File: src/rtl/mips_multicycle_ctrl_pkg.sv
// Purpose: shared encodings for the multi-cycle MIPS control sequencer.
// Latency: n/a (types and constants only).
// Backpressure: n/a.
package mips_ctrl_pkg;

    // Primary opcodes
    localparam logic [5:0] OP_RTYPE = 6'h00;
    localparam logic [5:0] OP_J     = 6'h02;
    localparam logic [5:0] OP_JAL   = 6'h03;
    localparam logic [5:0] OP_BEQ   = 6'h04;
    localparam logic [5:0] OP_BNE   = 6'h05;
    localparam logic [5:0] OP_ADDI  = 6'h08;
    localparam logic [5:0] OP_SLTI  = 6'h0A;
    localparam logic [5:0] OP_ANDI  = 6'h0C;
    localparam logic [5:0] OP_ORI   = 6'h0D;
    localparam logic [5:0] OP_LUI   = 6'h0F;
    localparam logic [5:0] OP_LW    = 6'h23;
    localparam logic [5:0] OP_SW    = 6'h2B;

    // R-type function codes
    localparam logic [5:0] FN_SLL = 6'h00;
    localparam logic [5:0] FN_SRL = 6'h02;
    localparam logic [5:0] FN_JR  = 6'h08;
    localparam logic [5:0] FN_ADD = 6'h20;
    localparam logic [5:0] FN_SUB = 6'h22;
    localparam logic [5:0] FN_AND = 6'h24;
    localparam logic [5:0] FN_OR  = 6'h25;
    localparam logic [5:0] FN_SLT = 6'h2A;

    typedef enum logic [2:0] {
        ST_FETCH  = 3'd0,
        ST_DECODE = 3'd1,
        ST_EXEC   = 3'd2,
        ST_MEM    = 3'd3,
        ST_WB     = 3'd4
    } state_t;

    typedef enum logic [2:0] {
        ALU_ADD = 3'd0,
        ALU_SUB = 3'd1,
        ALU_AND = 3'd2,
        ALU_OR  = 3'd3,
        ALU_SLT = 3'd4,
        ALU_SLL = 3'd5,
        ALU_SRL = 3'd6,
        ALU_LUI = 3'd7
    } alu_op_t;

    typedef enum logic [1:0] {
        PC_SEQ    = 2'd0,
        PC_BRANCH = 2'd1,
        PC_JUMP   = 2'd2,
        PC_REG    = 2'd3
    } pc_src_t;

    typedef enum logic [1:0] {
        DST_RT  = 2'd0,
        DST_RD  = 2'd1,
        DST_R31 = 2'd2
    } reg_dst_t;

    typedef enum logic [1:0] {
        WB_ALU = 2'd0,
        WB_MEM = 2'd1,
        WB_PC  = 2'd2
    } wb_sel_t;

    typedef enum logic [1:0] {
        SRCB_RT   = 2'd0,
        SRCB_SEXT = 2'd1,
        SRCB_ZEXT = 2'd2
    } src_b_t;

    // Coarse instruction class; selects the path through EXEC/MEM/WB
    typedef enum logic [3:0] {
        CL_RALU = 4'd0,
        CL_IALU = 4'd1,
        CL_LW   = 4'd2,
        CL_SW   = 4'd3,
        CL_BEQ  = 4'd4,
        CL_BNE  = 4'd5,
        CL_J    = 4'd6,
        CL_JAL  = 4'd7,
        CL_JR   = 4'd8
    } instr_class_t;

    typedef struct packed {
        instr_class_t cls;
        alu_op_t      alu_op;
        src_b_t       alu_src_b;
        logic         legal;
    } dec_t;

endpackage

File: src/rtl/mips_multicycle_ctrl_if.sv
// Purpose: instruction/data memory request bus between sequencer and memory.
// Latency: n/a (signal bundle).
// Backpressure: mem_req is held until mem_ready acknowledges it.
interface mips_multicycle_ctrl_if;
    logic        mem_req;
    logic        mem_we;
    logic [31:0] mem_rdata;
    logic        mem_ready;

    modport master (output mem_req, output mem_we, input mem_rdata, input mem_ready);
    modport slave  (input mem_req, input mem_we, output mem_rdata, output mem_ready);
endinterface

File: src/rtl/mips_multicycle_ctrl_decode.sv
// Purpose: classify an IR opcode/funct pair and pick its ALU operation and B operand.
// Latency: purely combinational.
// Backpressure: none.
module mips_main_decode
    import mips_ctrl_pkg::*;
(
    input  logic [5:0] opcode,
    input  logic [5:0] funct,
    output dec_t       dec
);

    // Opcode/funct table; anything not listed is flagged illegal
    always_comb begin
        dec = '{cls: CL_RALU, alu_op: ALU_ADD, alu_src_b: SRCB_RT, legal: 1'b1};
        case (opcode)
            OP_RTYPE: begin
                case (funct)
                    FN_ADD:  dec.alu_op = ALU_ADD;
                    FN_SUB:  dec.alu_op = ALU_SUB;
                    FN_AND:  dec.alu_op = ALU_AND;
                    FN_OR:   dec.alu_op = ALU_OR;
                    FN_SLT:  dec.alu_op = ALU_SLT;
                    FN_SLL:  dec.alu_op = ALU_SLL;
                    FN_SRL:  dec.alu_op = ALU_SRL;
                    FN_JR:   dec.cls    = CL_JR;
                    default: dec.legal  = 1'b0;
                endcase
            end
            OP_LW: begin
                dec.cls       = CL_LW;
                dec.alu_src_b = SRCB_SEXT;
            end
            OP_SW: begin
                dec.cls       = CL_SW;
                dec.alu_src_b = SRCB_SEXT;
            end
            OP_BEQ: begin
                dec.cls    = CL_BEQ;
                dec.alu_op = ALU_SUB;
            end
            OP_BNE: begin
                dec.cls    = CL_BNE;
                dec.alu_op = ALU_SUB;
            end
            OP_ADDI: begin
                dec.cls       = CL_IALU;
                dec.alu_src_b = SRCB_SEXT;
            end
            OP_SLTI: begin
                dec.cls       = CL_IALU;
                dec.alu_op    = ALU_SLT;
                dec.alu_src_b = SRCB_SEXT;
            end
            OP_ANDI: begin
                dec.cls       = CL_IALU;
                dec.alu_op    = ALU_AND;
                dec.alu_src_b = SRCB_ZEXT;
            end
            OP_ORI: begin
                dec.cls       = CL_IALU;
                dec.alu_op    = ALU_OR;
                dec.alu_src_b = SRCB_ZEXT;
            end
            OP_LUI: begin
                dec.cls       = CL_IALU;
                dec.alu_op    = ALU_LUI;
                dec.alu_src_b = SRCB_ZEXT;
            end
            OP_J:    dec.cls   = CL_J;
            OP_JAL:  dec.cls   = CL_JAL;
            default: dec.legal = 1'b0;
        endcase
    end

endmodule

File: src/rtl/mips_multicycle_ctrl.sv
// Purpose: multi-cycle FETCH/DECODE/EXEC/MEM/WB sequencer driving shared datapath strobes.
// Latency: branch/jump 3, ALU/sw 4, lw 5 cycles with zero memory wait.
// Backpressure: stalls in FETCH/MEM until mem_ready; WAIT_LIMIT unacked cycles abort to FETCH.
module mips_multicycle_ctrl
    import mips_ctrl_pkg::*;
#(
    parameter int unsigned WAIT_LIMIT = 255
) (
    input  logic                       clk,
    input  logic                       rst_n,
    mips_multicycle_ctrl_if.master     mem,
    input  logic                       alu_zero,
    output logic [5:0]                 ir_opcode,
    output logic [4:0]                 ir_rs,
    output logic [4:0]                 ir_rt,
    output logic [4:0]                 ir_rd,
    output logic [4:0]                 ir_shamt,
    output logic [5:0]                 ir_funct,
    output logic [15:0]                ir_imm16,
    output logic [25:0]                ir_target,
    output logic                       pc_we,
    output logic [1:0]                 pc_src,
    output logic [2:0]                 alu_op,
    output logic [1:0]                 alu_src_b,
    output logic                       reg_we,
    output logic [1:0]                 reg_dst,
    output logic [1:0]                 wb_sel,
    output logic                       instr_done,
    output logic                       illegal,
    output logic                       bus_error,
    output logic [2:0]                 state
);

    // Timeout fires in the cycle the counter would reach WAIT_LIMIT
    localparam logic [7:0] WAIT_LAST = 8'(WAIT_LIMIT - 1);

    state_t      state_q;
    state_t      state_d;
    logic [31:0] ir_q;
    logic [7:0]  wait_cnt_q;
    dec_t        dec;
    logic        mem_req_c;
    logic        mem_wait;
    logic        timeout;
    logic        ir_load;

    mips_main_decode u_decode (
        .opcode (ir_q[31:26]),
        .funct  (ir_q[5:0]),
        .dec    (dec)
    );

    // Request is a pure function of state, suppressed while reset is asserted
    assign mem_req_c = rst_n && (state_q == ST_FETCH || state_q == ST_MEM);
    assign mem_wait  = mem_req_c && !mem.mem_ready;
    assign timeout   = mem_wait && (wait_cnt_q == WAIT_LAST);
    assign ir_load   = (state_q == ST_FETCH) && mem.mem_ready;

    assign ir_opcode = ir_q[31:26];
    assign ir_rs     = ir_q[25:21];
    assign ir_rt     = ir_q[20:16];
    assign ir_rd     = ir_q[15:11];
    assign ir_shamt  = ir_q[10:6];
    assign ir_funct  = ir_q[5:0];
    assign ir_imm16  = ir_q[15:0];
    assign ir_target = ir_q[25:0];
    assign state     = state_q;

    // State register, instruction register and memory wait counter
    always_ff @(posedge clk or negedge rst_n) begin
        if (!rst_n) begin
            state_q    <= ST_FETCH;
            ir_q       <= '0;
            wait_cnt_q <= '0;
        end else begin
            state_q <= state_d;
            if (ir_load) begin
                ir_q <= mem.mem_rdata;
            end
            if (mem_wait && !timeout) begin
                wait_cnt_q <= wait_cnt_q + 8'd1;
            end else begin
                wait_cnt_q <= '0;
            end
        end
    end

    // Next-state selection
    always_comb begin
        state_d = state_q;
        case (state_q)
            ST_FETCH: begin
                if (mem.mem_ready) begin
                    state_d = ST_DECODE;
                end
            end
            ST_DECODE: state_d = dec.legal ? ST_EXEC : ST_FETCH;
            ST_EXEC: begin
                case (dec.cls)
                    CL_RALU, CL_IALU: state_d = ST_WB;
                    CL_LW, CL_SW:     state_d = ST_MEM;
                    default:          state_d = ST_FETCH;
                endcase
            end
            ST_MEM: begin
                if (timeout) begin
                    state_d = ST_FETCH;
                end else if (mem.mem_ready) begin
                    state_d = (dec.cls == CL_LW) ? ST_WB : ST_FETCH;
                end
            end
            ST_WB:   state_d = ST_FETCH;
            default: state_d = ST_FETCH;
        endcase
    end

    // Datapath strobes, all held low while reset is asserted
    always_comb begin
        mem.mem_req = mem_req_c;
        mem.mem_we  = 1'b0;
        pc_we       = 1'b0;
        pc_src      = PC_SEQ;
        alu_op      = ALU_ADD;
        alu_src_b   = SRCB_RT;
        reg_we      = 1'b0;
        reg_dst     = DST_RT;
        wb_sel      = WB_ALU;
        instr_done  = 1'b0;
        illegal     = 1'b0;
        bus_error   = timeout;
        if (rst_n) begin
            case (state_q)
                ST_FETCH: begin
                    pc_we = mem.mem_ready;
                end
                ST_DECODE: begin
                    illegal = !dec.legal;
                end
                ST_EXEC: begin
                    alu_op    = dec.alu_op;
                    alu_src_b = dec.alu_src_b;
                    case (dec.cls)
                        CL_BEQ: begin
                            pc_src     = PC_BRANCH;
                            pc_we      = alu_zero;
                            instr_done = 1'b1;
                        end
                        CL_BNE: begin
                            pc_src     = PC_BRANCH;
                            pc_we      = !alu_zero;
                            instr_done = 1'b1;
                        end
                        CL_J: begin
                            pc_src     = PC_JUMP;
                            pc_we      = 1'b1;
                            instr_done = 1'b1;
                        end
                        CL_JAL: begin
                            pc_src     = PC_JUMP;
                            pc_we      = 1'b1;
                            reg_we     = 1'b1;
                            reg_dst    = DST_R31;
                            wb_sel     = WB_PC;
                            instr_done = 1'b1;
                        end
                        CL_JR: begin
                            pc_src     = PC_REG;
                            pc_we      = 1'b1;
                            instr_done = 1'b1;
                        end
                        default: ;
                    endcase
                end
                ST_MEM: begin
                    mem.mem_we = (dec.cls == CL_SW);
                    instr_done = (dec.cls == CL_SW) && mem.mem_ready;
                end
                ST_WB: begin
                    // Keep the ALU operands stable so an unregistered result is still valid
                    alu_op     = dec.alu_op;
                    alu_src_b  = dec.alu_src_b;
                    reg_we     = 1'b1;
                    reg_dst    = (dec.cls == CL_RALU) ? DST_RD : DST_RT;
                    wb_sel     = (dec.cls == CL_LW) ? WB_MEM : WB_ALU;
                    instr_done = 1'b1;
                end
                default: ;
            endcase
        end
    end

endmodule

File: src/flat_wrapper.sv
// flat-port wrapper written by rule: the top's interface ports become plain ports
module mips_multicycle_ctrl_flat import mips_ctrl_pkg::*;
#(
    parameter int unsigned WAIT_LIMIT = 255
)
  (clk, rst_n, alu_zero, ir_opcode, ir_rs, ir_rt, ir_rd, ir_shamt, ir_funct, ir_imm16, ir_target, pc_we, pc_src, alu_op, alu_src_b, reg_we, reg_dst, wb_sel, instr_done, illegal, bus_error, state, mem_mem_req, mem_mem_we, mem_mem_rdata, mem_mem_ready);
  mips_multicycle_ctrl_if mem_i ();
  input  logic clk;
  input  logic rst_n;
  input  logic alu_zero;
  output logic [5:0] ir_opcode;
  output logic [4:0] ir_rs;
  output logic [4:0] ir_rt;
  output logic [4:0] ir_rd;
  output logic [4:0] ir_shamt;
  output logic [5:0] ir_funct;
  output logic [15:0] ir_imm16;
  output logic [25:0] ir_target;
  output logic pc_we;
  output logic [1:0] pc_src;
  output logic [2:0] alu_op;
  output logic [1:0] alu_src_b;
  output logic reg_we;
  output logic [1:0] reg_dst;
  output logic [1:0] wb_sel;
  output logic instr_done;
  output logic illegal;
  output logic bus_error;
  output logic [2:0] state;
  output wire logic [$bits(mem_i.mem_req)-1:0] mem_mem_req;
  output wire logic [$bits(mem_i.mem_we)-1:0] mem_mem_we;
  input wire logic [$bits(mem_i.mem_rdata)-1:0] mem_mem_rdata;
  input wire logic [$bits(mem_i.mem_ready)-1:0] mem_mem_ready;
  assign mem_mem_req = mem_i.mem_req;
  assign mem_mem_we = mem_i.mem_we;
  assign mem_i.mem_rdata = mem_mem_rdata;
  assign mem_i.mem_ready = mem_mem_ready;
  mips_multicycle_ctrl #(.WAIT_LIMIT(WAIT_LIMIT)) u_core (.clk(clk), .rst_n(rst_n), .mem(mem_i), .alu_zero(alu_zero), .ir_opcode(ir_opcode), .ir_rs(ir_rs), .ir_rt(ir_rt), .ir_rd(ir_rd), .ir_shamt(ir_shamt), .ir_funct(ir_funct), .ir_imm16(ir_imm16), .ir_target(ir_target), .pc_we(pc_we), .pc_src(pc_src), .alu_op(alu_op), .alu_src_b(alu_src_b), .reg_we(reg_we), .reg_dst(reg_dst), .wb_sel(wb_sel), .instr_done(instr_done), .illegal(illegal), .bus_error(bus_error), .state(state));
endmodule
File: config.mk
export PLATFORM = sky130hd
export DESIGN_NAME = mips_multicycle_ctrl_flat
export DESIGN_NICKNAME = d
export VERILOG_FILES = /design/src/rtl/mips_multicycle_ctrl_pkg.sv /design/src/rtl/mips_multicycle_ctrl_if.sv /design/src/rtl/mips_multicycle_ctrl_decode.sv /design/src/rtl/mips_multicycle_ctrl.sv /design/src/flat_wrapper.sv
export SDC_FILE = /design/constraint.sdc
export NUM_CORES = 1
export LEC_CHECK = 0
export ABC_CLOCK_PERIOD_IN_PS = 1910
export BUFFER_PORTS_ARGS = -buffer_cell sky130_fd_sc_hd__buf_2
export CELL_PAD_IN_SITES_DETAIL_PLACEMENT = 0
export CELL_PAD_IN_SITES_GLOBAL_PLACEMENT = 1
export CORE_MARGIN = 5
export CORE_UTILIZATION = 30
export CTS_BUF_LIST = sky130_fd_sc_hd__clkbuf_4 sky130_fd_sc_hd__clkbuf_8 sky130_fd_sc_hd__clkbuf_16
export DETAILED_ROUTE_END_ITERATION = 6
export PLACE_DENSITY_LB_ADDON = 0.1
export SLEW_MARGIN = 15
export SYNTH_ARGS = -nofsm -noshare
export SYNTH_HDL_FRONTEND = slang
export SYNTH_SLANG_ARGS = --single-unit
File: constraint.sdc
create_clock -name clk -period 1.91 [get_ports clk]
set_input_delay 0.2865 -clock clk [delete_from_list [all_inputs] [get_ports clk]]
set_output_delay 0.2865 -clock clk [all_outputs]
set_load 0.1 [all_outputs]
==> results.md <==
- The run finished, with violations left.
- The checks that failed: negative setup slack.
- The number of antenna violations at the first check in global routing is 1.
- By area the synthesized netlist is led by sky130_fd_sc_hd__dfrtp_1 40%, sky130_fd_sc_hd__buf_4 13%, sky130_fd_sc_hd__mux2_2 12%.
- For this run, design rule violations remaining after detail routing come to 0.
- The maximum fanout count along the critical path is 6.
- In this run the tightest slew margin relative to its limit is 65.7%.
- The first TritonRoute pass finished after 4 iterations.
- The top cell types in the final layout, fill and taps aside, are 112 x sky130_fd_sc_hd__buf_2, 46 x sky130_fd_sc_hd__buf_4, 28 x sky130_fd_sc_hd__mux2_2, 28 x sky130_fd_sc_hd__dfrtp_1, 21 x sky130_fd_sc_hd__buf_12.
- The number of antenna diodes in the final layout is 0.
- Prior to clock tree synthesis, the placed netlist has a worst setup slack of -0.0868 ns.
- The I/O pin total is 131.
- The via count of the first global-routing pass was 2521.
- The number of cells on the worst reg-to-reg path is 7.
- The root buffer cell chosen for the clock tree is sky130_fd_sc_hd__clkbuf_8.
- Summing all flip-flop and latch instances after layout gives about 1100 µm².
- The overall track demand over capacity in global routing is 14.1%.
- The weighted congestion at the end of routability-driven global placement is slightly below 0.8.
- Detailed placement finished with a half-perimeter wire length of 5830 µm.
- In the post-route analysis, the smallest setup slack over all paths is -0.401 ns.
- Leaving out fill and tap cells, the most frequent cell in the layout is sky130_fd_sc_hd__buf_2.
- The deepest level of the CTS H-tree is 2.
- The die width is 105 µm.
- The routed design could run at a clock period as short as 2.31 ns.
- In this run the register-to-register setup slack is 0.04 ns.
- For the worst setup path, the data arrival time is around 2.0 ns.
- Synthesis instantiated 49 different standard cells from the library.
- The most used flip-flop cell after synthesis is sky130_fd_sc_hd__dfrtp_1.
- The layout has 790 filler cells.
- The first-pass GRT wire length is about 13000 µm.
- The standard-cell row count is 34.
- The end of the worst register-to-register path is u_core.state[1].
- The reported max-cap violation count is 0.
- The number of nets in the synthesized netlist is 304.
- The finished cells cover 4520 µm².
- In this run the critical register-to-register path is launched from u_core.ir_q[28].
- The critical path ends at reg_dst[0].
- Cells fill 51.9% of the core in the end.
- The number of flops mapped to enable cells by yosys is 0.
- The detailed-route wire length is 8310 µm.
- The die is approximately 100 µm tall.
- Once placement completed, the tool counted placed cells totaling 492.
- The latest clock arrival within the worst-skew pair is 0.30 ns.
- Clock-pin slew was measured on the worst setup and hold paths at 0.09 ns.
- From synthesis to final layout, the design area changed by 68.5%.
- Of the synthesized area, sequential elements account for between 40% and 50%.
- The clock sink count is 43.
- The via count is 2474.
- The total number of nets in the final design is 455.
- After the first detailed-routing iteration, the DRC count stood at roughly 70.
- The total congestion overflow is 0.
- The full die area is around 11000 µm².
- For the worst setup path, the data required time is 1.62 ns.
- The max-slew violation count is 0.
- Setup repair after global routing could not meet its margin everywhere.
- In the synthesized netlist, the number of instances is 266.
- Between clock sinks in the finished design, the worst skew comes to around 0.011 ns.
- Derived from the worst setup path, the maximum achievable clock frequency is 433 MHz.
- The sort of element at the start of the critical path is a flip-flop.
- Excluding fillers, the count of instances in the completed layout stands at 526.
- The critical path in this run is classified as reg2out.
- The share of the synthesized area in the top cell type is 40.1%.
- The core region is 8720 µm².
- The synthesized area per cell is around 10 µm².
- In this run the cell area of the synthesized design comes to 2680 µm².
- The share of cells above drive strength 1 is 73.0%.
- The number of warning messages in the yosys log is 0.
- At the pin with the least slew margin, the transition time is 0.515 ns.
- The longest clock path from root to sink contains 2 buffers.
- The min-delay analysis places its worst path in the category in2reg.
- The worst setup path is captured at an output port.
- Port buffering added 130 buffers.
- TritonCTS built the clock tree.
- The register bit total from synthesis is 43.
- The initial core utilization is 30.8%.
- The hold violation count in the final report is 0.
- The critical path starts at u_core.ir_q[28].
- The area of the multi-input gates is roughly 1600 µm².
- The number of setup violations in the final report is 18.
- After detailed routing, the average wire length per cell comes to 15.8 µm.
- The number of vias per cell is between 4 and 5.
- The cell area after placement is around 4000 µm².
- The CTS buffer count is 5.
- The count of antenna-violating nets left after detailed routing is 0.
- Summed over all instances, the cell type with the most area after synthesis is sky130_fd_sc_hd__dfrtp_1.
- For this run, asynchronously set or reset flops after synthesis account for 100%.
- The pin count of the biggest net entering global routing is 40.
- Of the available clock period, the critical path in the final layout requires 121%.
[how the worst min path moves through the flow]
stage,start,slack [ns],depth (start not counted),end
after floorplan,rst_n,-0.009,0,u_core.ir_q[0]
after global placement,rst_n,0.21,2,u_core.wait_cnt_q[6]
after detailed placement,rst_n,0.23,2,u_core.wait_cnt_q[6]
after CTS,mem_mem_rdata[3],0.18,3,u_core.ir_q[3]
after global routing,mem_mem_rdata[18],0.18,2,u_core.ir_q[18]
final,mem_mem_rdata[3],0.19,3,u_core.ir_q[3]
[per-stage QoR]
stage	hold slack, ns	TNS, ns
global placement	0.211	-0.196
floorplan	-0.00909	-7.52
finish	0.190	-4.47
detailed placement	0.234	-0.295
global route	0.184	-5.82
CTS	0.182	-4.70
[sequential cells by signal (all words and copies together) (netlist names)]
register,count
u_core.ir_q,32
u_core.state,3
u_core.wait_cnt_q,8
[synth_stat cells, drive strengths merged, types with 5 or more instances]
cell	count
buf	51
dfrtp	43
mux2	28
nor2	21
nand2	14
a21oi	11
o21ai	10
inv	7
nand3	7
and3	6
xor2	6
nand2b	5
[cell families (layout without fill, tap and decap cells)]
group,Yosys count,in the layout,synth area share [%]
AND/OR/NAND/NOR,81,81,16.8
buffers and inverters,61,213,15.8
flip-flops,43,43,40.1
AO/OA/AOI/OAI,41,41,11.4
multiplexers,28,28,11.7
XOR/XNOR,10,10,3.26
adder cells (fa/ha/maj),2,2,0.932
[worst max-delay path, stage by stage (launching register included)]
cell and delay, ns:
sky130_fd_sc_hd__dfrtp_4 0.50, sky130_fd_sc_hd__buf_12 0.15, sky130_fd_sc_hd__a2111oi_4 0.41, sky130_fd_sc_hd__o31ai_4 0.14, sky130_fd_sc_hd__o21a_1 0.17, sky130_fd_sc_hd__and3b_4 0.20, sky130_fd_sc_hd__buf_12 0.16
[final cells by class]
type,instances,share of cell area [%]
inverter,7,0.719
clock inverter,3,0.526
clock buffer,5,1.52
timing repair buffer,198,34.9
sequential,43,24.8
multi-input combinational,162,34.5
tap,108,2.99
[repair_timing]
action | 4_1_cts | 5_1_grt
hold endpoints to repair | 4 | 0
cloned | 0 | 4
resized for setup | 31 | 35
pin swaps | 11 | 20
setup endpoints to repair | 18 | 44
buffers inserted | 12 | 13
hold buffers | 1 | 0
[per-layer routing]
metal  share of wire (%)  global-route usage (%)
met1                  42                    17.9
met2                  48                    23.1
met3                 7.3                    4.25
met4                 1.8                    4.38
met5               0.084                       0
Power is left out: the tool's default activity adds up to more than one toggle a clock period on the data nets, which glitch-free logic cannot reach.
